==> config.mk <==
export PLATFORM = sky130hd
export DESIGN_NAME = mole_spawner
export DESIGN_NICKNAME = d
export VERILOG_FILES = /design/src/rtl/mole_spawner.sv
export SDC_FILE = /design/constraint.sdc
export NUM_CORES = 1
export LEC_CHECK = 0
export CAP_MARGIN = 15
export CORE_MARGIN = 5
export CORE_UTILIZATION = 50
export CTS_BUF_LIST = sky130_fd_sc_hd__clkbuf_8 sky130_fd_sc_hd__clkbuf_16
export DETAILED_ROUTE_END_ITERATION = 8
export GPL_TIMING_DRIVEN = 0
export PLACE_DENSITY = 0.71
export REMOVE_ABC_BUFFERS = 1
export SYNTH_ARGS = -nofsm -noshare
export SYNTH_HDL_FRONTEND = slang
export SYNTH_SLANG_ARGS = --single-unit
==> constraint.sdc <==
create_clock -name CLOCK_50 -period 8.5 [get_ports CLOCK_50]
set_input_delay 0.85 -clock CLOCK_50 [delete_from_list [all_inputs] [get_ports CLOCK_50]]
set_output_delay 0.85 -clock CLOCK_50 [all_outputs]
set_load 0.03 [all_outputs]
==> src/rtl/mole_spawner.sv <==
// Whack-a-mole target generator: spawns random lit targets on a game tick, ages them, scores hits and misses.
// Optional: define MOLE_SPAWNER_SPURIOUS_PENALTY_EN to subtract one point per cycle with a spurious switch edge.
module mole_spawner #(
  parameter int WIDTH      = 18,
  parameter int RND_W      = 5,
  parameter int TICK_DIV   = 50000000,
  parameter int LIFETIME   = 3,
  parameter int MAX_ACTIVE = 4,
  parameter int MAX_TRIES  = 4
) (
  input  logic             CLOCK_50,
  input  logic             rst,
  input  logic             enable,
  input  logic [RND_W-1:0] rnd,
  input  logic [WIDTH-1:0] edge_detect,
  output logic [WIDTH-1:0] targets,
  output logic             hit_pulse,
  output logic             miss_pulse,
  output logic             spurious_pulse,
  output logic [7:0]       score,
  output logic [7:0]       misses,
  output logic [3:0]       active_count
);

  localparam int CNT_W = $clog2(TICK_DIV);
  localparam int TRY_W = (MAX_TRIES > 1) ? $clog2(MAX_TRIES) : 1;
  localparam int PC_W  = $clog2(WIDTH + 1);

  localparam logic [CNT_W-1:0] TICK_LAST = CNT_W'(TICK_DIV - 1);
  localparam logic [TRY_W-1:0] TRY_LAST  = TRY_W'(MAX_TRIES - 1);
  localparam logic [3:0]       AGE_END   = 4'(LIFETIME);

  typedef enum logic [1:0] {
    IDLE,
    WAIT,
    DRAW
  } state_t;

  function automatic logic [PC_W-1:0] popcount(input logic [WIDTH-1:0] v);
    logic [PC_W-1:0] c;
    c = '0;
    for (int i = 0; i < WIDTH; i++) c = c + PC_W'(v[i]);
    return c;
  endfunction

  logic [CNT_W-1:0] tick_cnt;
  logic             tick;
  state_t           state, state_next;
  logic [TRY_W-1:0] tries, tries_next;
  logic             spawn;
  logic [31:0]      rnd_ext;
  logic [WIDTH-1:0] sel_vec;
  logic             draw_valid;
  logic [WIDTH-1:0] hit_vec, spur_vec, expire_vec, spawn_vec, targets_next;
  logic [3:0]       age [WIDTH];
  logic [3:0]       age_next [WIDTH];
  logic [PC_W-1:0]  hit_cnt, miss_cnt;
  logic [8:0]       score_sum, miss_sum;
  logic [7:0]       score_sat, score_next, misses_next;

  assign tick = enable && (tick_cnt == TICK_LAST);

  // Draw is judged against the registered targets, so a bit clearing this cycle still blocks a spawn.
  always_comb begin
    rnd_ext = 32'(rnd);
    sel_vec = '0;
    for (int j = 0; j < WIDTH; j++) sel_vec[j] = (rnd_ext == 32'(j));
    draw_valid = (rnd_ext < 32'(WIDTH)) && ((targets & sel_vec) == '0);
  end

  always_ff @(posedge CLOCK_50) begin
    if (rst) begin
      state <= IDLE;
      tries <= '0;
    end else begin
      state <= state_next;
      tries <= tries_next;
    end
  end

  always_comb begin
    state_next = state;
    tries_next = tries;
    spawn      = 1'b0;
    case (state)
      IDLE: begin
        if (enable) state_next = WAIT;
      end
      WAIT: begin
        if (!enable) begin
          state_next = IDLE;
        end else if (tick && (32'(active_count) < 32'(MAX_ACTIVE))) begin
          state_next = DRAW;
          tries_next = '0;
        end
      end
      DRAW: begin
        if (!enable) begin
          state_next = IDLE;
        end else if (draw_valid) begin
          spawn      = 1'b1;
          state_next = WAIT;
        end else if (tries == TRY_LAST) begin
          state_next = WAIT;
        end else begin
          tries_next = tries + 1'b1;
        end
      end
      default: state_next = IDLE;
    endcase
  end

  // A hit on a target that would expire on the same tick takes priority over the expiry.
  always_comb begin
    hit_vec      = edge_detect & targets;
    spur_vec     = edge_detect & ~targets;
    spawn_vec    = spawn ? sel_vec : '0;
    expire_vec   = '0;
    targets_next = '0;
    for (int j = 0; j < WIDTH; j++) begin
      expire_vec[j]   = tick && targets[j] && !hit_vec[j] && ((age[j] + 4'd1) == AGE_END);
      targets_next[j] = (targets[j] && !hit_vec[j] && !expire_vec[j]) || spawn_vec[j];
      if (spawn_vec[j] || !targets_next[j]) age_next[j] = 4'd0;
      else if (tick)                        age_next[j] = age[j] + 4'd1;
      else                                  age_next[j] = age[j];
    end
  end

  always_comb begin
    hit_cnt   = popcount(hit_vec);
    miss_cnt  = popcount(expire_vec);
    score_sum = {1'b0, score} + 9'(hit_cnt);
    miss_sum  = {1'b0, misses} + 9'(miss_cnt);
    score_sat = score_sum[8] ? 8'hFF : score_sum[7:0];
    misses_next = miss_sum[8] ? 8'hFF : miss_sum[7:0];
`ifdef MOLE_SPAWNER_SPURIOUS_PENALTY_EN
    score_next = ((spur_vec != '0) && (score_sat != 8'd0)) ? score_sat - 8'd1 : score_sat;
`else
    score_next = score_sat;
`endif
  end

  always_ff @(posedge CLOCK_50) begin
    if (rst) begin
      tick_cnt       <= '0;
      targets        <= '0;
      hit_pulse      <= 1'b0;
      miss_pulse     <= 1'b0;
      spurious_pulse <= 1'b0;
      score          <= 8'd0;
      misses         <= 8'd0;
      active_count   <= 4'd0;
      for (int j = 0; j < WIDTH; j++) age[j] <= 4'd0;
    end else begin
      if (enable) tick_cnt <= tick ? '0 : tick_cnt + 1'b1;
      targets        <= targets_next;
      hit_pulse      <= (hit_vec != '0);
      miss_pulse     <= (expire_vec != '0);
      spurious_pulse <= (spur_vec != '0);
      score          <= score_next;
      misses         <= misses_next;
      active_count   <= 4'(popcount(targets_next));
      for (int j = 0; j < WIDTH; j++) age[j] <= age_next[j];
    end
  end

endmodule
# After elaboration in Yosys (flattened, before gate mapping)
# Memories as Yosys holds them, arrays and structs flattened.
# Cells that the tools add are included.
# word_totals
n_memories	1
reg_bits	71
in_bits	26
ram_bits	72
out_inout_bits	41
word_cells	424
# classes
n_bitwise	22
eq_ne	47
muxes	77
reduce_logical	192
addsub	73
n_lt_le_gt_ge	2
# memory_table
name	depth	width	read_ports	rd_clocked_by_memory_dff	wr	line_no	rtl
age	18	4	18	0	18	55	logic [3:0] age [WIDTH];
# op_table
operator	count
4-bit 2-to-1 mux	54
5-bit by 1-bit adder with 5-bit output	26
1-bit logical AND	93
4-bit by 1-bit adder with 4-bit output (second input constant)	18
4-bit by 2-bit == test with 1-bit output (second input constant)	18
4-bit by 1-bit adder with 4-bit output	14
18-bit bitwise AND	3
1-bit zero test	54
18-bit nonzero test	3
5-bit by 4-bit == test with 1-bit output (second input constant)	8
1-bit logical OR	36
26-bit by 1-bit adder with 26-bit output (second input constant)	1
26-bit == test (second input constant)	1
26-bit 2-to-1 mux	1
2-bit 2-to-1 mux	11
5-bit by 3-bit == test with 1-bit output (second input constant)	4
8-bit by 5-bit adder with 9-bit output	2
18-bit zero test	1
18-bit 2-to-1 mux	1
18-bit inverter	1
1-bit OR	18
8-bit 2-to-1 mux	2
3-bit by 1-bit adder with 4-bit output	3
2-bit inequality test (second input constant)	6
other kinds (21)	34

# Longest topological paths before layout
# depth
ltp_word	26
mapped_depth	22
mapped_depth_nobuf	21

# Worst setup path after synthesis
# OpenSTA, ideal clock, no wires.
# synth_path
path_kind	input to register
startpoint	in enable
endpoint	reg misses[5]
required_time_ns	8.385
path_buffers	2
setup_slack_ns	2.164
t_arrival_ns	6.221
setup_ns	0.115
stages	20
cell_sequence	nand2_1 > or3_1 > buf_2 > or3_4 > buf_6 > or2_1 > fa_1 > fa_1 > fa_1 > fa_1 > fa_1 > fa_1 > inv_1 > fa_1 > a21o_1 > a21oi_1 > o21bai_1 > a21oi_1 > nor2_1 > o21a_1
# synth_via
elab_chain_cells	23
# synth_rtl
element	line_no	rtl
start, declared	13	input logic enable,
1-bit logical AND *	61	assign tick = enable && (tick_cnt == TICK_LAST);
1-bit logical AND (3 in a row)	121	expire_vec[j] = tick && targets[j] && !hit_vec[j] && ((age[j] + 4'd1) == AGE_END);
1-bit by 1-bit adder with 2-bit output	42	for (int i = 0; i < WIDTH; i++) c = c + PC_W'(v[i]);
2-bit by 1-bit adder with 3-bit output	42	
3-bit by 1-bit adder with 4-bit output	42	
4-bit by 1-bit adder with 5-bit output	42	
5-bit by 1-bit adder with 5-bit output (12 in a row)	42	
5-bit by 1-bit adder with 5-bit output *	42	
8-bit by 5-bit adder with 9-bit output *	133	miss_sum = {1'b0, misses} + 9'(miss_cnt);
8-bit 2-to-1 mux *	135	misses_next = miss_sum[8] ? 8'hFF : miss_sum[7:0];
end signal, assigned	161	misses <= misses_next;
end, declared	21	output logic [7:0] misses,
# Every way passes the cells marked *; elsewhere a longest branch is shown, timed or not.
# A chain may end at the register's enable or synchronous reset.

# Worst setup path in the final report
# layout_path
startpoint	in enable
endpoint	reg misses[0]
# Same word-level chain as after synthesis.

==> results.toml <==
[critical_path]
reg2reg_slack_ns = 1.97
required_ns = 8.78
critPathMostFrequentCell = "fa_1"
critPathLaunchType = "input pin"
arrival_ns = 7.29
crit_fanout = 14
worstPathCellList = "clkdlybuf4s50_1 -> nand2_1 -> or3_1 -> or3_4 -> or2_2 -> fa_1 -> fa_1 -> fa_1 -> fa_1 -> fa_1 -> fa_1 -> inv_1 -> fa_1 -> a21o_1 -> a21oi_1 -> o21bai_1 -> a21oi_1 -> or2_2 -> a21oi_1"
slowest_delay_ns = 0.57
cp_slowest_cell = "fa_1"
setup.worst_path.class = "input pin to register"
crit_path_end_kind = "register"

[clocking]
post-cts-setup-buffers = 0
clkSinkCount = 143
htreeDepth = 4
cts_hold_buf = 0
clockBufferDepth = 2
insertion_delay_ns = 0.43
cts_resized = 0
cts_tree = "yes"
clkTransAtPathRegs_ns = 0.06
cts_made_buffers = 17
clockRootBuffer = "clkbuf_16"

[floorplanning]
initial_core_util = 0.505
ioPinCount = 67
rows = 49
die_h_um = 144
core_um2 = 17900
die_area_um2 = 20900
die_w_um = 144

[placement]
gp_congestion = 0.944
hpwl_um = 17800
place_ws_ns = 1.05
portBuffers = 66

[power_and_ir_drop]
ir_drop_mv = 0.132
p_per_area_nw_per_um2 = 142
leakagePower_uw = 0.00400
total_power_uw = 1510

[grt]
grt_pass1_vias = 7577
grt_max_degree = 42
track_usage = 0.234
grt_overflow = 0
antenna_found_initial = 0
grt_first_pass_wirelength_um = 38300

[synthesis]
ys_seq_area_frac = 0.317
syn_inst = 1087
synth-async-reset-ratio = 0
synthDistinctLibCells = 65
synth.avg_cell_area_um2 = 8.31
synth_area_um2 = 9040
synth_edf_count = 0
ys_ff_latch = 143
ys.flop_type = "dfxtp_1"
synth_warnings = 0

[timing]
fmax_mhz = 143
fin_crit_ns = 7.01
max-slew-margin-rel = 0.325
tightest_slew_ns = 1.01
period_share = 0.824
hold_viol_final = 0
finalSetupViolCount = 0
maxSlewViolCount = 0
rsz0062_at_grt = "no"
fin_worst_skew_ns = 0.0109
finalSetupTns_ns = 0
fin_ws_ns = 1.49

[detailed_routing]
drt-wirelength-per-cell_um = 16.7
drtAntennaViolNets = 0
drc_errors = 0
num_vias = 7846
wl_um = 23300
first_pass_iters = 5
drt_iter0_drc = 400
viasPerCell = 5.64

[final_layout]
insertedDiodeCount = 0
drive_gt1_frac = 0.0439
synthToLayoutAreaGrowth_pct = 17.3
nets = 1282

[min_path]
hold_class = "register to register"

[run]
cap_violations = 0

[run_status]
status = "finished clean"
routing by layer:
metal	part of all wire	wire length (µm)	track usage	vias up
met4	0.024	558	0.0805	0
met5	0	0	0	-
li1	-	-	-	3824
met1	0.44	10200	0.311	3702
met3	0.070	1620	0.0539	51
met2	0.47	10800	0.375	269
worst max-delay path: cells and delay by family:
| kind | cells | cell delay, ns |
|---|---|---|
| fa+ha+maj | 7 | 3.10 |
| simple gates | 5 | 1.85 |
| compound gates | 5 | 0.85 |
| buf+inv | 2 | 0.62 |
layout by cell type, fill, tap and decap left out, drive strengths merged, types with 8 or more instances in the layout:
cell type,Yosys,routed
a211oi,17,17
a21oi,64,64
and2,17,17
clkbuf,15,17
clkdlybuf4s50,0,66
dfxtp,143,143
fa,38,38
ha,69,69
inv,88,93
mux2i,8,8
nand2,134,134
nand2b,16,16
nand3,34,34
nand3b,8,8
nand4,20,20
nor2,146,146
nor2b,11,11
nor3,9,9
o21ai,33,33
o22ai,12,12
or3,21,21
xnor2,36,36
xor2,38,38
worst paths after layout:
path          endpoint        start  cells past startpoint
min reg2reg   tries[1]     tries[1]                      2
max          misses[0]       enable                     19
max reg2reg  misses[0]  tick_cnt[0]                     19
min           tries[1]     tries[1]                      2
registers in the layout, summed over array words and instances, names as in the netlist:
| signal | flops |
|---|---|
| active_count | 4 |
| age | 72 |
| hit_pulse | 1 |
| miss_pulse | 1 |
| misses | 8 |
| score | 8 |
| spurious_pulse | 1 |
| state | 2 |
| targets | 18 |
| tick_cnt | 26 |
| tries | 2 |
metrics by stage:
| stage | hold WS, ns | cells | area [µm²] | utilization |
|---|---|---|---|---|
| final | 0.482 | 1391 | 10600 | 0.592 |
| after global placement | 0.455 | 1352 | 9840 | 0.550 |
| after CTS | 0.484 | 1391 | 10600 | 0.592 |
| after floorplan | 0.442 | 1057 | 8890 | - |
| after detailed placement | 0.469 | 1359 | 9980 | 0.558 |
| after global routing | 0.500 | 1391 | 10600 | 0.592 |
cells by family after synthesis:
logic type      synth area share
xor+xnor                  0.0717
mux                       0.0151
fa+ha+maj                  0.180
flops                      0.317
simple gates               0.231
buf+inv                   0.0527
compound gates             0.133
layout make-up:
| type | instances | area [µm²] |
|---|---|---|
| Fill cell | 1609 | 7300 |
| Multi-Input combinational cell | 826 | 5720 |
| Sequential cell | 143 | 2860 |
| Timing Repair Buffer | 73 | 785 |
| Clock buffer | 17 | 425 |
| Inverter | 88 | 330 |
| Tap cell | 229 | 287 |
| Clock inverter | 15 | 195 |
power by group:
group          total, µW  internal [µW]  switching (µW)
combinational       45.1           18.1            26.9
clock                791            489             302
sequential           672            671           0.841
total               1510           1180             329
synthesized netlist by cell type, types with 3 or more instances:
library cell | instances | area, µm²
a211oi_1 | 17 | 128
a21boi_0 | 6 | 45.0
a21o_1 | 4 | 30.0
a21oi_1 | 64 | 320
a311oi_1 | 6 | 52.6
a31oi_1 | 7 | 43.8
and2_1 | 17 | 106
and3_1 | 5 | 31.3
buf_2 | 12 | 60.1
clkbuf_1 | 15 | 56.3
dfxtp_1 | 143 | 2860
fa_1 | 38 | 761
ha_1 | 69 | 863
inv_1 | 88 | 330
mux2i_1 | 8 | 80.1
nand2_1 | 134 | 503
nand2b_1 | 16 | 100
nand3_1 | 34 | 170
nand3b_1 | 8 | 60.1
nand4_1 | 20 | 125
nor2_1 | 146 | 548
nor2b_1 | 11 | 68.8
nor3_1 | 8 | 40.0
nor4_1 | 7 | 43.8
nor4b_1 | 3 | 26.3
o211ai_1 | 6 | 45.0
o21a_1 | 3 | 22.5
o21ai_0 | 32 | 160
o21bai_1 | 3 | 22.5
o22ai_1 | 12 | 75.1
o2bb2ai_1 | 3 | 26.3
o31a_1 | 7 | 61.3
or2_2 | 5 | 31.3
or3_1 | 20 | 125
xnor2_1 | 36 | 315
xor2_1 | 38 | 333
(Power assumes the default switching activity.)
